File: src/rtl/drum_pkg.sv
// Shared types and helpers for the DRUM-style sequential approximate multiplier.
package drum_pkg;

  typedef enum logic [2:0] {
    StIdle,
    StNorm,
    StMul,
    StDenorm,
    StOut
  } state_e;

  // Width of a shift counter that must reach n-k; never narrower than one bit.
  function automatic int unsigned cnt_width(input int unsigned n, input int unsigned k);
    int unsigned w;
    w = $clog2(n - k + 1);
    return (w < 1) ? 1 : w;
  endfunction

endpackage

File: src/rtl/drum_norm.sv
// One operand normaliser: left-shifts until the MSB is set or the cap is hit,
// then presents the top K bits as the window (optionally LSB-rounded).
module drum_norm
  import drum_pkg::*;
#(
  parameter int unsigned N  = 16,
  parameter int unsigned K  = 8,
  parameter int unsigned CW = cnt_width(N, K)
) (
  input  logic          clk,
  input  logic          rst,
  input  logic          load,
  input  logic          shift,
  input  logic [N-1:0]  x,
  input  logic          round_en,
  output logic          done,
  output logic [K-1:0]  window,
  output logic [CW-1:0] count
);

  localparam logic [CW-1:0] Cap = CW'(N - K);

  logic [N-1:0]  x_q;
  logic [CW-1:0] cnt_q;

  assign done  = x_q[N-1] | (cnt_q == Cap);
  assign count = cnt_q;

  always_ff @(posedge clk) begin
    if (rst) begin
      x_q   <= '0;
      cnt_q <= '0;
    end else if (load) begin
      x_q   <= x;
      cnt_q <= '0;
    end else if (shift && !done) begin
      x_q   <= x_q << 1;
      cnt_q <= cnt_q + 1'b1;
    end
  end

  // Rounding only applies when low-order bits were actually dropped.
  always_comb begin
    window = x_q[N-1 -: K];
    if (round_en && (cnt_q < Cap)) window[0] = 1'b1;
  end

endmodule

File: src/rtl/drum_mult_seq.sv
// Sequential DRUM approximate multiplier: parallel normalisation, K-cycle
// shift-add of the two windows, then a single barrel shift back to scale.
module drum_mult_seq
  import drum_pkg::*;
#(
  parameter int unsigned N = 16,
  parameter int unsigned K = 8
) (
  input  logic           clk,
  input  logic           rst,
  input  logic           in_valid,
  output logic           in_ready,
  input  logic [N-1:0]   a,
  input  logic [N-1:0]   b,
  input  logic           round_en,
  output logic           out_valid,
  input  logic           out_ready,
  output logic [2*N-1:0] p,
  output logic           busy
);

  localparam int unsigned CW = cnt_width(N, K);
  localparam int unsigned SW = CW + 1;
  localparam int unsigned MW = $clog2(K);
  localparam int unsigned PW = 2 * N;
  localparam logic [CW-1:0] Cap = CW'(N - K);

  state_e state_q, state_d;

  logic            rnd_q;
  logic [2*K-1:0]  wa_q;
  logic [K-1:0]    wb_q;
  logic [2*K-1:0]  acc_q;
  logic [MW-1:0]   mc_q;
  logic [PW-1:0]   p_q;

  logic            done_a, done_b;
  logic [K-1:0]    win_a, win_b;
  logic [CW-1:0]   sa, sb;
  logic [SW-1:0]   shamt;
  logic            accept;

  assign in_ready  = (state_q == StIdle);
  assign busy      = (state_q != StIdle);
  assign out_valid = (state_q == StOut);
  assign p         = p_q;
  assign accept    = in_valid & in_ready;
  assign shamt     = SW'(Cap - sa) + SW'(Cap - sb);

  drum_norm #(.N(N), .K(K), .CW(CW)) u_norm_a (
    .clk      (clk),
    .rst      (rst),
    .load     (accept),
    .shift    (state_q == StNorm),
    .x        (a),
    .round_en (rnd_q),
    .done     (done_a),
    .window   (win_a),
    .count    (sa)
  );

  drum_norm #(.N(N), .K(K), .CW(CW)) u_norm_b (
    .clk      (clk),
    .rst      (rst),
    .load     (accept),
    .shift    (state_q == StNorm),
    .x        (b),
    .round_en (rnd_q),
    .done     (done_b),
    .window   (win_b),
    .count    (sb)
  );

  always_ff @(posedge clk) begin
    if (rst) state_q <= StIdle;
    else     state_q <= state_d;
  end

  always_comb begin
    state_d = state_q;
    unique case (state_q)
      StIdle:   if (in_valid) state_d = StNorm;
      StNorm:   if (done_a && done_b) state_d = StMul;
      StMul:    if (mc_q == MW'(K - 1)) state_d = StDenorm;
      StDenorm: state_d = StOut;
      StOut:    if (out_ready) state_d = StIdle;
      default:  state_d = StIdle;
    endcase
  end

  always_ff @(posedge clk) begin
    if (rst) begin
      rnd_q <= 1'b0;
      wa_q  <= '0;
      wb_q  <= '0;
      acc_q <= '0;
      mc_q  <= '0;
      p_q   <= '0;
    end else begin
      case (state_q)
        StIdle: if (in_valid) rnd_q <= round_en;
        StNorm: begin
          if (done_a && done_b) begin
            wa_q  <= (2*K)'(win_a);
            wb_q  <= win_b;
            acc_q <= '0;
            mc_q  <= '0;
          end
        end
        // LSB-first on wb; the multiplicand walks left into the 2K-bit accumulator.
        StMul: begin
          if (wb_q[0]) acc_q <= acc_q + wa_q;
          wa_q <= wa_q << 1;
          wb_q <= wb_q >> 1;
          mc_q <= mc_q + 1'b1;
        end
        StDenorm: p_q <= PW'(acc_q) << shamt;
        default: ;
      endcase
    end
  end

endmodule

File: config.mk
export PLATFORM = sky130hd
export DESIGN_NAME = drum_mult_seq
export DESIGN_NICKNAME = d
export VERILOG_FILES = /design/src/rtl/drum_pkg.sv /design/src/rtl/drum_norm.sv /design/src/rtl/drum_mult_seq.sv
export SDC_FILE = /design/constraint.sdc
export NUM_CORES = 1
export LEC_CHECK = 0
export CAP_MARGIN = 20
export CORE_MARGIN = 2
export CORE_UTILIZATION = 40
export DETAILED_ROUTE_END_ITERATION = 7
export PLACE_DENSITY = 0.68
export SETUP_SLACK_MARGIN = 0.15
export SLEW_MARGIN = 10
export SYNTH_ARGS = -nofsm -noshare
export SYNTH_HDL_FRONTEND = slang
export SYNTH_SLANG_ARGS = --single-unit
File: constraint.sdc
create_clock -name clk -period 2.7 [get_ports clk]
set_clock_uncertainty 0.2 [all_clocks]
set_input_delay 0.405 -clock clk [delete_from_list [all_inputs] [get_ports clk]]
set_output_delay 0.405 -clock clk [all_outputs]
set_load 0.01 [all_outputs]
Word-level counts from Yosys, hierarchy flattened
Index checks and enable logic that the tools add are counted.

cells by class
  shifts and indexed selects = 1
  mux-type cells = 20
  add/sub/neg operators = 7
  bitwise logic cells = 3
  reductions and logical operators = 17
  eq/ne operators = 12
  $lt $le $gt $ge = 2

operators with widths
  kind                 number
  $mux 16              7
  $pmux 16 s2          2
  $shl 16x5->32        1
  $add 16x16->16       1
  $pmux 8 s2           1
  $mux 3               5
  $pmux 3 s5           1
  $sub 4x4->5 const A  2
  $add 4x1->4 const B  2
  $eq 4x4->1 const B   2
  $lt 4x4->1 const B   2
  $mux 8               1
  $ne 2x2->1 const B   4
  $eq 3x2->1 const B   2
  $eq 3x3->1 const B   2
  $pmux 3 s2           1
  $reduce_bool 2->1    3
  $add 5x5->5          1
  $logic_and 1x1->1    5
  $reduce_and 2->1     2
  $reduce_and 4->1     1
  $add 3x1->3 const B  1
  $eq 3x1->1 const B   1
  $logic_not 3->1      1
  8 further kinds      11

word-level totals
  logic and storage cells = 73
  register bits after elaboration = 119

Longest topological paths before layout
  word-level depth = 6
  mapped depth = 12
  depth with buffers taken out = 11

By module
A second synthesis with hierarchy kept.

second synthesis, totals
  cells, all modules = 836
  area, all modules = 6998.0 um^2

by module, submodules not included
  module         area each (um^2)  cells each  instances
  drum_mult_seq  4678.2            580         1
  drum_norm      1159.9            128         2

Least setup slack after synthesis
No wires, ideal clock.

  path kind = flip-flop to flip-flop
  start = reg u_norm_a.cnt_q[1] (netlist: u_norm_a.count[1])
  end = reg p_q[15] (netlist: p[15])
  setup slack = -137 ps
  arrival = 2567 ps
  cell stages (with the launch flop) = 12
  period minus slack after synthesis = 2837 ps
  path buffers = 1
  cells stage by stage = dfxtp_1 ha_1 inv_1 ha_1 inv_1 fa_1 clkbuf_1 inv_2 mux2i_1 mux2_2 or3_1 a21oi_1

on the way
  cells in the longest elaborated chain, start to end = 3

RTL lines
  element                   RTL line              text
  start: declaration        drum_norm.sv:24       logic [CW-1:0] cnt_q;
  start signal: assignment  drum_norm.sv:38       cnt_q <= cnt_q + 1'b1;
  $sub 4x4->5               drum_mult_seq.sv:48   assign shamt = SW'(Cap - sa) + SW'(Cap - sb);
  $add 5x5->5               drum_mult_seq.sv:48
  $shl 16x5->32             drum_mult_seq.sv:117  StDenorm: p_q <= PW'(acc_q) << shamt;
  end signal: assignment    drum_mult_seq.sv:117
  end: declaration          drum_mult_seq.sv:35   logic [PW-1:0] p_q;

No other way between the ends.
A chain may end at the register's enable or synchronous reset.

Worst setup path in the final report
  start = reg u_norm_b.cnt_q[1] (netlist: u_norm_b.count[1])
  end = reg p_q[15] (netlist: p[15])

on the way
  cells in the longest elaborated chain, start to end = 3

RTL lines
  element                   RTL line
  start: declaration        drum_norm.sv:24
  start signal: assignment  drum_norm.sv:38
  $sub 4x4->5               drum_mult_seq.sv:48
  $add 5x5->5               drum_mult_seq.sv:48
  $shl 16x5->32             drum_mult_seq.sv:117

No other way between the ends.

==> reports/metrics.csv <==
metric;value;unit
Max Cap Violations;0;
Yosys cell types;66;
first-pass GRT wire length;29400;um
Die W;133;um
Synthesized Nets;844;
crit path time final;2.69;ns
synth warn;0;
Worst Tran Pin Value;0.728;ns
Final Net Count;965;
clock buffer depth;2;
number of synthesized flops with an enable pin;0;
Worst slew margin;51.5;%
Core Footprint;16400;um2
post-layout util;55.3;%
WL/cell;15.7;um
initial antenna violation count;0;
FF-to-FF Start;u_norm_b.count[1];
maximum vdd drop;545;uV
DRC errors left;0;
layout cells sized above 1;23.4;%
Pre-Repair DR Iteration Count;6;
hold buffer count at CTS;0;
post-route ant nets;0;
DRT Wirelength;17800;um
Total Power;4.86;mW
worst setup margin;0.00861;ns
main flop type after synthesis;dfxtp_1;
row cnt;47;
Hold Crit Class;in -> reg;
Leakage;3.41;nW
worst endpoint required time;2.85;ns
Clock Latency Late Sink;0.42;ns
Worst-path clk slew;0.06;ns
CP Data Arrival Time;2.84;ns
vias post-DR;6186;
total global routing track utilization;20.5;%
Syn Inst Count;777;
largest net degree at the start of global routing;45;
area of placed instances;7950;um2
status;completed;
Final period util;99.7;%
Synth async-reset ratio;0;%
startpoint types;flip-flop;
chip height;133;um
root buf cell;clkbuf_16;
cts bufs inserted;17;
die area;17600;um2
detailed placement HPWL;12100;um
Cell Pwr Density;536;nW/um2
CP Capture Type;flip-flop;
Vias/cell;5.47;
number of global-route vias before repair;5784;
crit path launch;u_norm_b.count[1];
Ant. Diodes;0;
Setup-failing EPs final;0;
TNS Setup;0;ns
# placed instances;1076;
FMAX;372;MHz
CTS tree;done;
CTS Sinks;119;
number of buffers added on ports;71;
initial core utilization;40.5;%
commonest non-fill, non-tap cells in the layout;dfxtp_1, nor2_1, nand2_1;
Place WS;-0.0839;ns
WHS;0.242;ns
WS Path Type;reg -> reg;
fin. max-slew vios;0;
Syn Area/Cell;8.54;um2
Syn Std Cell Area;6640;um2
HP Start;rst;
RSZ-0062 raised after global routing;yes;
# IOs;72;
Seq/Total Area, Yosys;35.9;%
Final Hold Fails;0;
Final GP Congestion;0.902;
commonest non-fill, non-tap cell in the layout;dfxtp_1;
grt total ovfl;0;
Iter 0 DRT Violations;514;
fin cells;1131;
worst-path fanout max;6;
final instance area;9070;um2
Seq cells post-synth;119;
htree depth;4;
Area Growth Syn to Fin;36.7;%
-- critical path: stages, from the launching register on --
cell and delay [ns]:
dfxtp_2 0.33, ha_4 0.24, inv_4 0.05, ha_4 0.12, inv_2 0.04, fa_2 0.63, buf_6 0.13, inv_4 0.03
mux2i_2 0.14, mux2_4 0.28, or3_1 0.31, a21oi_1 0.12
-- layout make-up --
class	count	area (um2)
Clock buffer	21	470
Multi-Input combinational cell	582	4280
Inverter	19	76.3
Tap cell	220	275
Sequential cell	119	2390
Timing Repair Buffer	159	1490
Clock inverter	11	88.8
Fill cell	1418	7330
-- cells in the mapped netlist, drive strengths merged (3+ instances only) --
library cell	number	area, um2
a21boi	3	22.5
and2	5	31.3
a22o	5	43.8
nand3	31	155
o21ai	16	80.1
or3	6	42.5
nand2b	4	25.0
xor2	5	51.3
a311oi	16	140
nor3b	5	42.5
a21oi	54	270
mux4	13	293
inv	19	71.3
nor2b	5	31.3
nor3	19	118
mux2i	46	460
dfxtp	119	2380
nand2	90	338
a31oi	7	43.8
clkbuf	38	143
a211oi	34	255
buf	19	123
a21o	8	60.1
mux2	4	45.0
a222oi	4	40.0
a22oi	15	113
xnor2	13	114
ha	28	350
o211ai	5	37.5
nor2	103	397
and3	7	43.8
-- metal layers --
| metal | GRT usage (%) | part of all wire (%) | up-vias |
|---|---|---|---|
| met5 | 0 | 0 | - |
| met4 | 5.91 | 1.7 | 0 |
| met2 | 33.2 | 48 | 139 |
| li1 | - | - | 3077 |
| met1 | 27.4 | 46 | 2943 |
| met3 | 4.56 | 3.7 | 27 |
-- worst paths after layout --
kind / endpoint / slack [ns] / depth (start not counted)
max reg2reg: p[15] / 0.009 / 11
max: p[15] / 0.009 / 11
min: wa_q[13] / 0.24 / 2
min reg2reg: p[25] / 0.25 / 2
-- registers in the layout (all words and copies together), names as in the netlist --
signal          cells
u_norm_b.x_q       16
mc_q                3
wb_q                8
wa_q               16
acc_q              16
state_q             3
rnd_q               1
u_norm_a.x_q       16
u_norm_b.count      4
p                  32
u_norm_a.count      4
-- report_power, final --
| part | switching, mW | leakage, nW | internal (mW) |
|---|---|---|---|
| clock | 0.860 | 0.267 | 1.26 |
| combinational | 0.431 | 2.17 | 0.439 |
| sequential | 0.0532 | 0.971 | 1.82 |
-- what timing repair did --
action / in CTS / in global routing
setup endpoints to repair: 33 / 40
pin swaps: 24 / 19
resized for setup: 46 / 47
gates cloned: 2 / 0
setup buffers: 10 / 11
-- cells by family after synthesis --
kind of cell	count (synthesis)	synth area share, %
buffers and inverters	76	5.07
and+or+nand+nor	287	19.8
adders and majority gates	30	5.88
AOI/OAI and AO/OA	184	18.8
muxes	63	12.0
xor gates and xnor gates	18	2.49
DFF	119	35.9
(Power assumes the default switching activity.)
